==> config.mk <==
export PLATFORM = sky130hd
export DESIGN_NAME = shared_timer_arbiter_flat
export DESIGN_NICKNAME = d
export VERILOG_FILES = /design/src/rtl/shared_timer_arbiter_if.sv /design/src/rtl/shared_timer_arbiter.sv /design/src/flat_wrapper.sv
export SDC_FILE = /design/constraint.sdc
export NUM_CORES = 1
export LEC_CHECK = 0
export ABC_AREA = 1
export CORE_ASPECT_RATIO = 1.2
export CORE_MARGIN = 2
export CORE_UTILIZATION = 40
export CTS_BUF_LIST = sky130_fd_sc_hd__clkbuf_8
export DETAILED_ROUTE_END_ITERATION = 7
export HOLD_SLACK_MARGIN = 0.1
export PLACE_DENSITY = 0.71
export SLEW_MARGIN = 20
export SYNTH_ARGS = -nofsm -noshare
export SYNTH_HDL_FRONTEND = slang
export SYNTH_SLANG_ARGS = --single-unit
==> constraint.sdc <==
create_clock -name clk -period 4.1 [get_ports clk]
set_input_delay 0.615 -clock clk [delete_from_list [all_inputs] [get_ports clk]]
set_output_delay 0.615 -clock clk [all_outputs]
set_load 0.02 [all_outputs]
==> src/rtl/shared_timer_arbiter_if.sv <==
// Bundle of signals between the requester side and the shared timer.
//
// Handshake: a requester raises req[i] with its interval on len slice i and
// keeps req[i] high; the timer answers with a one-hot gnt, counts the interval
// down on en ticks, and then pulses done[i] for one cycle together with gnt[i].
// Dropping req[i] while granted aborts the interval (gnt falls, no done).
// len is sampled only on the edge that issues the grant.
interface shared_timer_arbiter_if #(
    parameter int NREQ  = 4,
    parameter int WIDTH = 8
);
    logic                    en;
    logic [NREQ-1:0]         req;
    logic [NREQ*WIDTH-1:0]   len;
    logic [NREQ-1:0]         gnt;
    logic [NREQ-1:0]         done;
    logic                    busy;
    logic [WIDTH-1:0]        count;

    // Requester side: drives requests, lengths and the tick.
    modport master (
        output en, req, len,
        input  gnt, done, busy, count
    );

    // Timer side: consumes requests, drives grant/completion status.
    modport slave (
        input  en, req, len,
        output gnt, done, busy, count
    );
endinterface

==> src/rtl/shared_timer_arbiter.sv <==
// Round-robin arbiter + sequencer for one shared down-counting interval timer.
// One requester owns the counter at a time; completion is a one-cycle done
// pulse to the owner. Grants are only issued from IDLE.
module shared_timer_arbiter #(
    parameter int NREQ  = 4,
    parameter int WIDTH = 8,
    parameter int PW    = (NREQ > 1) ? $clog2(NREQ) : 1
) (
    input  logic                  clk,
    input  logic                  rst_n,
    shared_timer_arbiter_if.slave bus,
    output logic [1:0]            state_o,
    output logic [PW-1:0]         ptr_o
);

    typedef enum logic [1:0] {
        S_IDLE = 2'd0,
        S_RUN  = 2'd1,
        S_DONE = 2'd2
    } state_t;

    state_t            state_q;
    logic [NREQ-1:0]   gnt_q;
    logic [NREQ-1:0]   done_q;
    logic              busy_q;
    logic [WIDTH-1:0]  count_q;
    logic [PW-1:0]     ptr_q;
    logic [PW-1:0]     widx_q;

    logic              win_found_d;
    logic [PW-1:0]     win_idx_d;
    logic [PW-1:0]     ptr_d;
    logic [WIDTH-1:0]  len_d;
    logic [NREQ-1:0]   gnt_d;

    // Winner search: first set req bit at or above ptr, wrapping modulo NREQ.
    // Scanning offsets from highest to lowest lets the smallest offset win.
    always_comb begin
        int          idx;
        logic [PW-1:0] cand;
        win_found_d = 1'b0;
        win_idx_d   = '0;
        idx         = 0;
        cand        = '0;
        for (int k = NREQ - 1; k >= 0; k--) begin
            idx  = (int'(ptr_q) + k) % NREQ;
            cand = PW'(idx);
            if (bus.req[cand]) begin
                win_found_d = 1'b1;
                win_idx_d   = cand;
            end
        end
    end

    // Grant-edge values: next pointer, loaded interval and one-hot grant.
    always_comb begin
        ptr_d = (win_idx_d == PW'(NREQ - 1)) ? '0 : win_idx_d + 1'b1;
        len_d = bus.len[int'(win_idx_d)*WIDTH +: WIDTH];
        gnt_d = {{(NREQ-1){1'b0}}, 1'b1} << win_idx_d;
    end

    // Sequencer FSM with all outputs registered. Abort outranks completion.
    always_ff @(posedge clk or negedge rst_n) begin
        if (!rst_n) begin
            state_q <= S_IDLE;
            gnt_q   <= '0;
            done_q  <= '0;
            busy_q  <= 1'b0;
            count_q <= '0;
            ptr_q   <= '0;
            widx_q  <= '0;
        end else begin
            case (state_q)
                S_IDLE: begin
                    done_q <= '0;
                    if (win_found_d) begin
                        state_q <= S_RUN;
                        gnt_q   <= gnt_d;
                        busy_q  <= 1'b1;
                        count_q <= len_d;
                        ptr_q   <= ptr_d;
                        widx_q  <= win_idx_d;
                    end else begin
                        gnt_q   <= '0;
                        busy_q  <= 1'b0;
                        count_q <= '0;
                    end
                end
                S_RUN: begin
                    if (!bus.req[widx_q]) begin
                        state_q <= S_IDLE;
                        gnt_q   <= '0;
                        busy_q  <= 1'b0;
                        count_q <= '0;
                    end else if (count_q == '0) begin
                        state_q <= S_DONE;
                        done_q  <= gnt_q;
                    end else if (bus.en) begin
                        count_q <= count_q - 1'b1;
                    end
                end
                S_DONE: begin
                    state_q <= S_IDLE;
                    gnt_q   <= '0;
                    done_q  <= '0;
                    busy_q  <= 1'b0;
                    count_q <= '0;
                end
                default: begin
                    state_q <= S_IDLE;
                    gnt_q   <= '0;
                    done_q  <= '0;
                    busy_q  <= 1'b0;
                    count_q <= '0;
                end
            endcase
        end
    end

    assign bus.gnt   = gnt_q;
    assign bus.done  = done_q;
    assign bus.busy  = busy_q;
    assign bus.count = count_q;
    assign state_o   = state_q;
    assign ptr_o     = ptr_q;

endmodule

==> src/flat_wrapper.sv <==
// flat-port wrapper written by rule: the top's interface ports become plain ports
module shared_timer_arbiter_flat 
#(
    parameter int NREQ  = 4,
    parameter int WIDTH = 8,
    parameter int PW    = (NREQ > 1) ? $clog2(NREQ) : 1
)
  (clk, rst_n, state_o, ptr_o, bus_en, bus_req, bus_len, bus_gnt, bus_done, bus_busy, bus_count);
  shared_timer_arbiter_if #(.NREQ(NREQ), .WIDTH(WIDTH)) bus_i ();
  input  logic clk;
  input  logic rst_n;
  output logic [1:0] state_o;
  output logic [PW-1:0] ptr_o;
  input wire logic [$bits(bus_i.en)-1:0] bus_en;
  input wire logic [$bits(bus_i.req)-1:0] bus_req;
  input wire logic [$bits(bus_i.len)-1:0] bus_len;
  output wire logic [$bits(bus_i.gnt)-1:0] bus_gnt;
  output wire logic [$bits(bus_i.done)-1:0] bus_done;
  output wire logic [$bits(bus_i.busy)-1:0] bus_busy;
  output wire logic [$bits(bus_i.count)-1:0] bus_count;
  assign bus_i.en = bus_en;
  assign bus_i.req = bus_req;
  assign bus_i.len = bus_len;
  assign bus_gnt = bus_i.gnt;
  assign bus_done = bus_i.done;
  assign bus_busy = bus_i.busy;
  assign bus_count = bus_i.count;
  shared_timer_arbiter #(.NREQ(NREQ), .WIDTH(WIDTH), .PW(PW)) u_core (.clk(clk), .rst_n(rst_n), .bus(bus_i), .state_o(state_o), .ptr_o(ptr_o));
endmodule
* Word level (Yosys, flattened, before mapping)
Index checks and enable logic that the tools add are counted.
W data, S select, Z words.
** Operators by class
- Add/sub/neg operators :: 5
- Div/mod/pow operators :: 0
- Magnitude comparators :: 5
- Bitwise logic cells :: 0
- Reductions and logical operators :: 6
- Multiplexer cells :: 37
- $mul :: 0
- Shift operators :: 2
- Equality and inequality tests :: 9
** Operator list (number)
- $mux W8 :: 4
- $shiftx A32 B6 Y8 :: 1
- $mux W4 :: 5
- $mux W2 :: 8
- $pmux W8 S2 :: 1
- $lt A2 B3 Y1 const B :: 5
- $mux W1 :: 11
- $bmux W1 S2 :: 5
- $ne A3 B3 Y1 const B :: 3
- $logic_not A8 Y1 :: 1
- $pmux W4 S2 :: 1
- $reduce_and A2 Y1 :: 4
- $sub A8 B1 Y8 const B :: 1
- $ne A2 B1 Y1 const B :: 3
- $add A2 B1 Y2 const B :: 2
- $add A2 B2 Y2 const B :: 2
- $pmux W2 S2 :: 1
- $shl A1 B2 Y4 const A :: 1
- $eq A2 B1 Y1 const B :: 1
- $eq A2 B2 Y1 const B :: 1
- $logic_not A2 Y1 :: 1
- $ne A2 B2 Y1 const B :: 1
- $pmux W1 S2 :: 1
** Storage, ports and cells
- Input bits :: 39
- Memory bits (writable) :: 0
- Output and inout bits :: 21
- Bits in registers :: 23
- Memory bits (read-only) :: 0
- Word-level logic and storage cells :: 71
- Latch bits :: 0
- Memories kept :: 0

* Longest topological paths before layout
- Depth after elaboration :: 10
- Gate-level depth with buffers :: 16
- Gate-level depth less buffers :: 15

* Worst setup path before layout
No wires, ideal clock.
- Path kind :: reg2reg
- Start :: reg u_core.ptr_q[0], in the netlist u_core.ptr_o[0]
- End :: reg u_core.ptr_q[1], in the netlist u_core.ptr_o[1]
- Data arrival time :: 1.781 ns
- Setup slack :: 2.192 ns
- Setup time :: 0.127 ns
- Required time :: 3.973 ns
- Buffers on the path :: 1
- Period minus slack after synthesis :: 1.908 ns
- Cell stages (with the launch flop) :: 12
- Path through :: dfrtp_1 > buf_6 > inv_8 > nand2_1 > nand2_1 > nand2_1 > nor2_2 > o21ai_2 > a21boi_2 > ha_1 > nand2_1 > o21ai_0
** Between the ends
- Longest elaborated chain between the ends :: 9
- Elaborated cells on any way between the ends :: 23
- Those cells by class :: add/sub (4); eq/ne (1); mux (17); reduce/logical (1)
** Ends and longest elaborated chain
- from (decl) :: line shared_timer_arbiter.sv:27 : logic [PW-1:0] ptr_q;
- from (signal assigned) :: line shared_timer_arbiter.sv:81 : ptr_q <= ptr_d;
- $add A2 B2 Y2 :: line shared_timer_arbiter.sv:46 : idx = (int'(ptr_q) + k) % NREQ;
- $bmux W1 S2 :: line shared_timer_arbiter.sv:48 : if (bus.req[cand]) begin
- $mux W1 (implied by the code) :: line shared_timer_arbiter.sv:48
- $mux W2 (3 in series) :: line shared_timer_arbiter.sv:48
- $mux W2 (*) :: line shared_timer_arbiter.sv:48
- via u_core.win_idx_d[1] :: line shared_timer_arbiter.sv:31 : logic [PW-1:0] win_idx_d;
- $add A2 B1 Y2 or $eq A2 B2 Y1 (tied branches) :: line shared_timer_arbiter.sv:57 : ptr_d = (win_idx_d == PW'(NREQ - 1)) ? '0 : win_idx_d + 1'b1;
- $mux W2 (*) :: line shared_timer_arbiter.sv:57
- via u_core.ptr_d[1] :: line shared_timer_arbiter.sv:32 : logic [PW-1:0] ptr_d;
The timed path passes the listed nets; every way through them passes the cells marked *. The select of a mux whose other input is x is not followed.
A chain may end at the register's enable or synchronous reset.

* Worst setup path in the final report
- Start :: in bus_req[1]
- End :: reg u_core.ptr_q[1], in the netlist u_core.ptr_o[1]
** Between the ends
- Longest elaborated chain between the ends :: 8
- Elaborated cells on any way between the ends :: 20
- Those cells by class :: add/sub (1); eq/ne (1); mux (17); reduce/logical (1)
** Ends and longest elaborated chain
- from (decl) :: line flat_wrapper.sv:15 : input wire logic [$bits(bus_i.req)-1:0] bus_req;
- $bmux W1 S2 :: line shared_timer_arbiter.sv:48
- $mux W1 (implied by the code) :: line shared_timer_arbiter.sv:48
- $mux W2 (3 in series) :: line shared_timer_arbiter.sv:48
- $mux W2 (*) :: line shared_timer_arbiter.sv:48
- via u_core.win_idx_d[1] :: line shared_timer_arbiter.sv:31
- $add A2 B1 Y2 or $eq A2 B2 Y1 (tied branches) :: line shared_timer_arbiter.sv:57
- $mux W2 (*) :: line shared_timer_arbiter.sv:57
- via u_core.ptr_d[1] :: line shared_timer_arbiter.sv:32
Marks and branches as above.

==> run_results.csv <==
group,metric,value,unit
timing,final.hold.worst_slack,0.308,ns
finish,antenna_cells_inserted,0,
timing,final-setup-viol-count,0,
clock_tree,postCtsHoldBufs,0,
detailed_routing,post_drt_wl_per_cell,12.6,µm
worst_setup_path,data_arrival_time_of_the_critical_path,2.59,ns
worst_setup_path,critical_path.max_fanout,10,
clock_tree,cts_num_sinks,23,
placement,dp_hpwl,3570,µm
floorplanning,fp.coreArea,4330,µm²
worst_setup_path,worstPathRequired,4.24,ns
clock_tree,cts_tree,"done",
clock_tree,h-tree-depth,1,
timing,setup_repair_after_global_routing_missed_its_margin,"no",
logic_synthesis,synth_top_area_cell,"dfrtp_1",
global_routing,first_global_vias,1775,
timing,final-hold-violation-count,0,
timing,max_slew_margin,60.8,%
floorplanning,die_height,78.1,µm
logic_synthesis,synth_most_common_cell,"nand2_1",
worst_setup_path,crit_type,"primary input to flip-flop",
detailed_routing,drtAntennaViolNets,0,
logic_synthesis,mappedNetlistNets,300,
power,p_per_area,863,nW/µm²
power,totalPowerFinal,2170,µW
logic_synthesis,synth_enable_flop_cells,0,
global_routing,grt_antenna_before_repair,0,
placement,port-buffer-count,59,
finish,design_area,2520,µm²
global_routing,grtUsageTotal,20.3,%
clock_tree,ctsResizeCount,0,
clock_tree,cts-buffers-inserted,3,
timing,timing.fmax,409,MHz
global_routing,overflow,0,
placement,routabilityCongestion,0.809,
floorplanning,starting_density,42.3,%
clock_tree,clkLatencyLatePin,0.27,ns
placement,place_area,2480,µm²
floorplanning,top_level_ports,60,
detailed_routing,routed_via_density,5.04,
finish,final_net_count,362,
detailed_routing,vias,1874,
logic_synthesis,postSynth.asyncResetShare,100,%
logic_synthesis,synth_flop_cell,"dfrtp_1",
run,drv_cap,0,
logic_synthesis,synth_top_cells_by_count,"92 x nand2_1, 48 x nand3_1, 23 x dfrtp_1",
logic_synthesis,synth_top_cells_by_area,"dfrtp_1 31%, nand2_1 19%, nand3_1 13%, nand2_8 5.5%, ha_1 4.1%",
worst_setup_path,startpoint_type,"primary input",
logic_synthesis,ys_ff_latch,23,
power,leakagePower,0.00120,µW
timing,fin_worst_skew,0.00424,ns
worst_setup_path,reg2reg_from,"u_core.ptr_o[0]",
timing,finalMaxSlewViolations,0,
floorplanning,floorplan.die.width,65.8,µm
logic_synthesis,syn-cell-area,1830,µm²
logic_synthesis,synth.lib_cells_used.distinct,32,
global_routing,grt_pass1_wl,8200,µm
worst_setup_path,ff2ff_setup_slack,1.78,ns
logic_synthesis,synth_largest_type_area_fraction,31.4,%
timing,finalCriticalPeriod,2.44,ns
worst_setup_path,number_of_cells_on_the_worst_reg_to_reg_path,9,
worst_setup_path,worst_r2r_endpoint,"u_core.ptr_o[1]",
global_routing,grt_max_degree,24,
floorplanning,placement_rows,26,
logic_synthesis,synthesis.yosys.warnings,0,
logic_synthesis,syn-mean-instance-area,7.18,µm²
timing,setup_tns,0,ns
power,ir_drop,0.000338,V
worst_setup_path,setup.worst_path.end_class,"flip-flop",
clock_tree,clock_path_buffers,2,
clock_tree,cts_setup_buffers,0,
finish,flow.area_growth_from_synthesis,37.6,%
floorplanning,dieArea,5140,µm²
detailed_routing,initialDrtViolationCount,109,
outcome,outcome,"complete, no violations",
logic_synthesis,synthesis.instances,255,
timing,worst-slew-pin-transition,0.587,ns
finish,drive_above_1_share,11.1,%
clock_tree,root_cell_of_the_clock_tree,"clkbuf_8",
min_path,worstHoldPathType,"primary input to asynchronous set/reset pin",
detailed_routing,drt_wl_total,4680,µm
clock_tree,cts.reportedPaths.clkPinSlew,0.08,ns
worst_setup_path,worstSetupStartpoint,"bus_req[1]",
detailed_routing,drc,0,
timing,fin_crit_sh,59.6,%
logic_synthesis,ys_seq_area_share,31.4,%
detailed_routing,detailedRoute.firstPassIterationCount,4,
-- worst max-delay path, cell delays in order --
cell	delay [ns]
clkdlybuf4s50_1	0.51
inv_1	0.07
o21ai_1	0.20
nand2_2	0.14
nand3_2	0.11
o21ai_2	0.07
a21boi_2	0.43
ha_1	0.32
nand2_1	0.06
o21ai_0	0.07
-- per-layer routing --
metal	routed length [µm]	track usage, %	vias up	share of wire [%]
met5	0	0	-	0
met4	74	6.25	0	1.6
met3	246	3.30	8	5.3
met2	2280	32.4	57	49
met1	2080	27.9	851	45
li1	-	-	958	-
-- cell type report --
class,count,area [µm²]
well taps,56,70.1
clock buffers,3,41.3
repair buffers,60,593
fillers,425,1810
multi-input cells,204,1130
flip-flops and latches,23,576
clock inverters,1,3.75
inverters,25,104
-- worst max path at each step --
stage	end	slack, ns	cells after the start
floorplan	u_core.ptr_o[1]	2.19	11
global placement	u_core.ptr_o[1]	1.41	10
detailed placement	u_core.ptr_o[1]	1.38	10
CTS	u_core.ptr_o[1]	1.67	10
global route	u_core.bus.count[0]	1.49	10
finish	u_core.ptr_o[1]	1.66	10
-- per-stage QoR --
step,utilization (%),cells,worst slack (ns)
5_1_grt,58.2,372,1.49
2_1_floorplan,-,255,2.19
3_5_place_dp,57.3,368,1.38
4_1_cts,58.3,372,1.67
6_report,58.2,372,1.66
3_3_place_gp,57.3,368,1.41
-- flip-flops by register name, indices dropped and copies added, names as in the netlist --
name	cells
u_core.bus.busy	1
u_core.bus.gnt	4
u_core.ptr_o	2
u_core.bus.count	8
u_core.widx_q	2
u_core.bus.done	4
u_core.state_o	2
-- report_power, final --
group,switching (µW),internal (µW)
registers,104,314
clock network,75.4,67.1
logic,1020,592
-- cells in the final DEF (no fill, tap or decap), types with 3 or more instances in the layout --
master,n
nand2_1,92
clkdlybuf4s50_1,58
nand3_1,48
dfrtp_1,23
inv_1,20
nor2_1,9
o21ai_0,7
ha_1,6
nand2_8,5
a21oi_1,5
o22ai_1,5
inv_2,4
nand2_2,4
nand3_2,4
nand3_4,3
clkbuf_8,3
-- kinds of logic (layout without fill, tap and decap cells) --
kind of cell / Yosys count / in the layout / synth area share, %
compound gates: 23 / 23 / 7.52
xor+xnor: 3 / 3 / 1.44
fa+ha+maj: 6 / 6 / 4.10
buf+inv: 28 / 89 / 6.77
flops: 23 / 23 / 31.4
simple gates: 172 / 172 / 48.7
Power figures use the tool's default switching activity.
